--- config.mk ---
export PLATFORM = sky130hd
export DESIGN_NAME = self_output_writeback
export DESIGN_NICKNAME = d
export VERILOG_FILES = /design/src/rtl/self_output_writeback.sv
export SDC_FILE = /design/constraint.sdc
export NUM_CORES = 2
export LEC_CHECK = 0
export CAP_MARGIN = 0
export CORE_MARGIN = 3
export CORE_UTILIZATION = 50
export DETAILED_ROUTE_END_ITERATION = 16
export PLACE_DENSITY_LB_ADDON = 0.2
export SLEW_MARGIN = 15
export SYNTH_ARGS = -nofsm -noshare
export SYNTH_HDL_FRONTEND = slang
export SYNTH_SLANG_ARGS = --single-unit
--- constraint.sdc ---
create_clock -name clk -period 14.3 [get_ports clk]
set_clock_uncertainty 0.2 [all_clocks]
set_input_delay 2.86 -clock clk [delete_from_list [all_inputs] [get_ports clk]]
set_output_delay 2.86 -clock clk [all_outputs]
set_load 0.01 [all_outputs]
--- src/rtl/self_output_writeback.sv ---
// AXI4 write master draining the int8 LayerNorm result stream into DDR as
// fixed-length INCR bursts, with a small input FIFO and done/error status.
//
// Ports:
//   clk, rstn_pl            clock, async active-low reset
//   start, base_addr        1-cycle start pulse, DDR byte address of row 0
//   s_tdata/tvalid/tready   result stream in (byte 0 = lowest address)
//   m_axi_aw*               write address channel (awlen = BURST_LEN-1)
//   m_axi_w*                write data channel (data = FIFO head)
//   m_axi_b*                write response channel
//   done, error             level status, cleared by the next start
//
// Build option: define SO_WB_ALIGN_CHECK_EN to reject a base_addr that is
// not aligned to one burst (error on start, no AW issued).

module self_output_writeback #(
    parameter int TOKENS     = 32,
    parameter int EMBED      = 768,
    parameter int DATA_W     = 128,
    parameter int BURST_LEN  = 16,
    parameter int FIFO_DEPTH = 32
) (
    input  logic              clk,
    input  logic              rstn_pl,
    input  logic              start,
    input  logic [63:0]       base_addr,
    input  logic [DATA_W-1:0] s_tdata,
    input  logic              s_tvalid,
    output logic              s_tready,
    output logic [63:0]       m_axi_awaddr,
    output logic [7:0]        m_axi_awlen,
    output logic              m_axi_awvalid,
    input  logic              m_axi_awready,
    output logic [DATA_W-1:0] m_axi_wdata,
    output logic              m_axi_wlast,
    output logic              m_axi_wvalid,
    input  logic              m_axi_wready,
    input  logic [1:0]        m_axi_bresp,
    input  logic              m_axi_bvalid,
    output logic              m_axi_bready,
    output logic              done,
    output logic              error
);

    localparam int TOTAL_BEATS = TOKENS * EMBED * 8 / DATA_W;
    localparam int NBURST      = TOTAL_BEATS / BURST_LEN;
    localparam int BURST_BYTES = BURST_LEN * DATA_W / 8;
    localparam int ACC_W  = $clog2(TOTAL_BEATS + 1);
    localparam int BI_W   = (NBURST > 1) ? $clog2(NBURST) : 1;
    localparam int CNT_W  = $clog2(FIFO_DEPTH + 1);
    localparam int PTR_W  = $clog2(FIFO_DEPTH);
    localparam int BEAT_W = (BURST_LEN > 1) ? $clog2(BURST_LEN) : 1;

    localparam logic [ACC_W-1:0]  TOTAL_C    = ACC_W'(TOTAL_BEATS);
    localparam logic [BI_W-1:0]   LAST_BURST = BI_W'(NBURST - 1);
    localparam logic [CNT_W-1:0]  DEPTH_C    = CNT_W'(FIFO_DEPTH);
    localparam logic [CNT_W-1:0]  BURST_C    = CNT_W'(BURST_LEN);
    localparam logic [PTR_W-1:0]  PTR_MAX    = PTR_W'(FIFO_DEPTH - 1);
    localparam logic [BEAT_W-1:0] BEAT_PEN   = BEAT_W'(BURST_LEN - 2);
    localparam logic [63:0]       BURST_STEP = 64'(BURST_BYTES);

    typedef enum logic [2:0] {
        S_IDLE,
        S_AW,
        S_W,
        S_B,
        S_DONE,
        S_ERR
    } state_t;

    state_t state;

    logic [DATA_W-1:0] mem [FIFO_DEPTH];
    logic [PTR_W-1:0]  wr_ptr;
    logic [PTR_W-1:0]  rd_ptr;
    logic [CNT_W-1:0]  count;
    logic [ACC_W-1:0]  accepted;
    logic [BI_W-1:0]   burst_idx;
    logic [BEAT_W-1:0] beat_cnt;

    logic active;
    logic push;
    logic pop;
    logic restart;
    logic misaligned;

    assign active = (state == S_AW) || (state == S_W) || (state == S_B);

    assign s_tready = active && (count != DEPTH_C) && (accepted != TOTAL_C);
    assign push     = s_tvalid && s_tready;
    assign pop      = m_axi_wvalid && m_axi_wready;

    // A new start is honoured only when no transfer is in flight.
    assign restart = start &&
        ((state == S_IDLE) || (state == S_DONE) || (state == S_ERR));

`ifdef SO_WB_ALIGN_CHECK_EN
    // A burst-aligned base keeps every burst inside one 4 KB page.
    assign misaligned = |base_addr[$clog2(BURST_BYTES)-1:0];
`else
    assign misaligned = 1'b0;
`endif

    assign m_axi_awlen = 8'(BURST_LEN - 1);
    assign m_axi_wdata = m_axi_wvalid ? mem[rd_ptr] : '0;

    // Storage is not reset; occupancy is tracked by count.
    always_ff @(posedge clk) begin
        if (push) begin
            mem[wr_ptr] <= s_tdata;
        end
    end

    always_ff @(posedge clk or negedge rstn_pl) begin
        if (!rstn_pl) begin
            state         <= S_IDLE;
            wr_ptr        <= '0;
            rd_ptr        <= '0;
            count         <= '0;
            accepted      <= '0;
            burst_idx     <= '0;
            beat_cnt      <= '0;
            m_axi_awaddr  <= '0;
            m_axi_awvalid <= 1'b0;
            m_axi_wvalid  <= 1'b0;
            m_axi_wlast   <= 1'b0;
            m_axi_bready  <= 1'b0;
            done          <= 1'b0;
            error         <= 1'b0;
        end else if (restart) begin
            // Flush anything left behind by an aborted (ERR) transfer.
            wr_ptr        <= '0;
            rd_ptr        <= '0;
            count         <= '0;
            accepted      <= '0;
            burst_idx     <= '0;
            beat_cnt      <= '0;
            m_axi_awaddr  <= base_addr;
            m_axi_awvalid <= 1'b0;
            m_axi_wvalid  <= 1'b0;
            m_axi_wlast   <= 1'b0;
            m_axi_bready  <= 1'b0;
            done          <= 1'b0;
            if (misaligned) begin
                error <= 1'b1;
                state <= S_ERR;
            end else begin
                error <= 1'b0;
                state <= S_AW;
            end
        end else begin
            if (push) begin
                wr_ptr   <= (wr_ptr == PTR_MAX) ? '0 : wr_ptr + 1'b1;
                accepted <= accepted + 1'b1;
            end
            if (pop) begin
                rd_ptr <= (rd_ptr == PTR_MAX) ? '0 : rd_ptr + 1'b1;
            end
            case ({push, pop})
                2'b10:   count <= count + 1'b1;
                2'b01:   count <= count - 1'b1;
                default: count <= count;
            endcase

            unique case (state)
                S_AW: begin
                    // Hold AW back until a whole burst is buffered so the
                    // W phase can never starve mid-burst.
                    if (!m_axi_awvalid) begin
                        if (count >= BURST_C) begin
                            m_axi_awvalid <= 1'b1;
                        end
                    end else if (m_axi_awready) begin
                        m_axi_awvalid <= 1'b0;
                        m_axi_wvalid  <= 1'b1;
                        m_axi_wlast   <= (BURST_LEN == 1);
                        beat_cnt      <= '0;
                        state         <= S_W;
                    end
                end
                S_W: begin
                    if (pop) begin
                        if (m_axi_wlast) begin
                            m_axi_wvalid <= 1'b0;
                            m_axi_wlast  <= 1'b0;
                            m_axi_bready <= 1'b1;
                            state        <= S_B;
                        end else begin
                            beat_cnt    <= beat_cnt + 1'b1;
                            m_axi_wlast <= (beat_cnt == BEAT_PEN);
                        end
                    end
                end
                S_B: begin
                    if (m_axi_bvalid) begin
                        m_axi_bready <= 1'b0;
                        if (m_axi_bresp != 2'b00) begin
                            error <= 1'b1;
                            state <= S_ERR;
                        end else if (burst_idx == LAST_BURST) begin
                            done  <= 1'b1;
                            state <= S_DONE;
                        end else begin
                            burst_idx    <= burst_idx + 1'b1;
                            m_axi_awaddr <= m_axi_awaddr + BURST_STEP;
                            state        <= S_AW;
                        end
                    end
                end
                S_IDLE, S_DONE, S_ERR: begin
                    state <= state;
                end
                default: begin
                    state <= S_IDLE;
                end
            endcase
        end
    end

endmodule

==> metrics <==
worst skew pair latency=0.93 ns; fill count=23400; Post-CTS Hold Buffers=0; clock sink count=4207; DRC=0; max incr delay on CP=0.97 ns; commonest non-fill, non-tap cells in the layout=edfxtp_1, mux4_2, clkbuf_16; Reg area=126000 um2; outcome=finished, final reports clean; DRT antenna net count=0; area of the mapped netlist=163000 um2; Tcrit/Tclk final=63.1%; Setup-failing EPs final=0; CP Launch Type=register; Core ar.=322000 um2; multi-input logic area=35100 um2; Peak VDD IR=0.121 mV; nets=7936; layout cell share with drive strength beyond 1=24.4%; starting density of the core=50.4%; vias per inst=6.28; Final Critical Period=9.02 ns; HPWL Detailed=198000 um; Post-CTS Setup Inserts=0; post-synthesis cell count=7148; H-tree levels=5; Yosys top cell area share=75.7%; cells along the critical path=buf_12 > buf_4 > mux4_2 > nor2b_1 > a211oi_1 > a211oi_1 > a21oi_1 > nor2b_1 > clkdlybuf4s50_1; worst min-delay path class=register to register; via count=77800; PostCTS Resize Cnt=0; largest net degree at the start of global routing=134; final core occ=57.5%; Yosys reg bits=4207; yosys warns=0; TritonCTS clock tree=done; GP Congestion=0.772; crit-path max FO=91; Clock Root Buffer=clkbuf_16; Most used DFF post-synth=edfxtp_1; gr usage total=24.2%; max-cap viol count=0; fin. max-slew vios=0; Worst Setup End Kind=output port; Die W=576 um; Leakage=55.4 nW; total negative setup slack=0 ns; I/O pin total=408; Pre-antenna DRT Iters=5; hold_ws=0.285 ns; Post-synth EDFFs=4096; crit path max-delay cell type=dfrtp_4; Num CTS Buffers=424; maximum root-to-sink buffer count=4; first-pass GRT wire length=582000 um; Yosys cell types=68; commonest non-fill, non-tap cell in the layout=edfxtp_1; vias in the first global route=79700; Fmax=111 MHz; routed len/inst=32.4 um; worst slew pin tran=1.17 ns; RSZ-0062 raised after global routing=no; Die Ht=576 um; critical path class=register to output port; top cells by area, synth=edfxtp_1, mux4_2, dfrtp_1, a211oi_1, nor2b_1; share of async-settable or async-resettable flops after synthesis=2.64%; clk slew on worst S/H paths=0.06 ns; DIE AREA=332000 um2; Rel. slew slack=21.8%; initial antenna violation count=46; Power Density=149 nW/um2; layout overhead on the synthesized area=13.9%; CP arrival=5.96 ns; total wire length=402000 um; sequential area share after synthesis=77.4%; row count=208; initial DRC count=8222; GRT overflow=0; WP data required=11.24 ns; Final Hold Fails=0; leading area contributor after synthesis=edfxtp_1; Avg Synthesized Cell Area=22.7 um2; IO Port Bufs=399
logic make-up after synthesis:
| kind of cell | synth area share (%) |
|---|---|
| flops | 77.4 |
| mux | 16.8 |
| simple gates | 2.12 |
| compound gates | 2.10 |
| buf+inv | 1.16 |
| xor+xnor | 0.307 |
| fa+ha+maj | 0.123 |
| other cells | 0.00462 |
worst paths after layout:
check	startpoint	endpoint	slack, ns	depth (start not counted)
max reg2reg	state[0]$_DFFE_PN0P_	mem[13][77]$_DFFE_PP_	8.57	7
min reg2reg	m_axi_awaddr[3]$_DFFE_PN0P_	m_axi_awaddr[3]$_DFFE_PN0P_	0.28	2
min in group asynchronous	rstn_pl	m_axi_awaddr[45]$_DFFE_PN0P_	1.68	1
max	rd_ptr[0]$_DFFE_PN0P_	m_axi_wdata[24]	5.28	9
max in group asynchronous	rstn_pl	rd_ptr[0]$_DFFE_PN0P_	10.97	2
min	m_axi_awaddr[3]$_DFFE_PN0P_	m_axi_awaddr[3]$_DFFE_PN0P_	0.28	2
Yosys cell counts (5+ instances only):
master and number:
a311oi_1 7, mux2i_1 130, nor4b_1 6, xor2_1 34, nand3_1 32, mux4_2 1152, ha_1 16, a31oi_1 7
nand2_1 117, a211oi_1 262, buf_4 28, nand3b_1 5, and3_1 22, or3_1 5, nor4_1 5, nor2_1 96
o31ai_1 6, nor3_1 19, and2_1 5, o21ai_0 49, a21oi_1 159, clkbuf_1 253, dfrtp_1 111, nand4_1 30
nor2b_1 257, inv_1 15, buf_2 111, buf_1 21, xnor2_1 23, edfxtp_1 4096
worst max-delay path: cells and delay by family (launching register included):
| kind | cells | cell delay (ns) |
|---|---|---|
| multiplexers | 1 | 0.59 |
| AO/OA/AOI/OAI | 3 | 1.00 |
| AND/OR/NAND/NOR | 2 | 0.25 |
| buffers and inverters | 3 | 2.02 |
| flip-flops | 1 | 0.97 |
through the flow:
| step | cells | power, mW | area [um2] | setup slack [ns] |
|---|---|---|---|---|
| 2_1_floorplan | 7154 | 16.1 | 163000 | 4.18 |
| 3_3_place_gp | 11600 | 17.2 | 172000 | 5.86 |
| 3_5_place_dp | 11600 | 17.2 | 172000 | 5.81 |
| 4_1_cts | 12400 | 27.8 | 185000 | 5.07 |
| 5_1_grt | 12400 | 28.5 | 185000 | 4.84 |
| 6_report | 12400 | 27.6 | 185000 | 5.28 |
state kept, by name, summed over array words and instances, names as in the netlist, 3 cells and up:
name,flops
rd_ptr,5
state,3
wr_ptr,5
mem,4096
count,6
burst_idx,7
m_axi_awaddr,64
accepted,11
beat_cnt,4
power by group:
| part | total, mW | leakage (nW) | internal [mW] | switching [mW] |
|---|---|---|---|---|
| clock | 10.7 | 6.51 | 6.08 | 4.57 |
| combinational | 2.74 | 10.7 | 1.24 | 1.50 |
| sequential | 14.2 | 38.3 | 14.0 | 0.215 |
metal layers:
metal / part of all wire, % / track usage, %
met4: 2.2 / 5.66
met1: 41 / 35.2
met5: 0.041 / 0
met2: 49 / 39.4
met3: 7.4 / 3.62
final cells by class:
| class | instances | area share (%) |
|---|---|---|
| multi-input combinational | 2515 | 19.0 |
| inverter | 15 | 0.0304 |
| timing repair buffer | 556 | 2.92 |
| antenna | 17 | 0.0230 |
| tap | 4305 | 2.91 |
| clock inverter | 247 | 1.18 |
| clock buffer | 522 | 6.00 |
| sequential | 4207 | 68.0 |
Power figures use the tool's default switching activity.
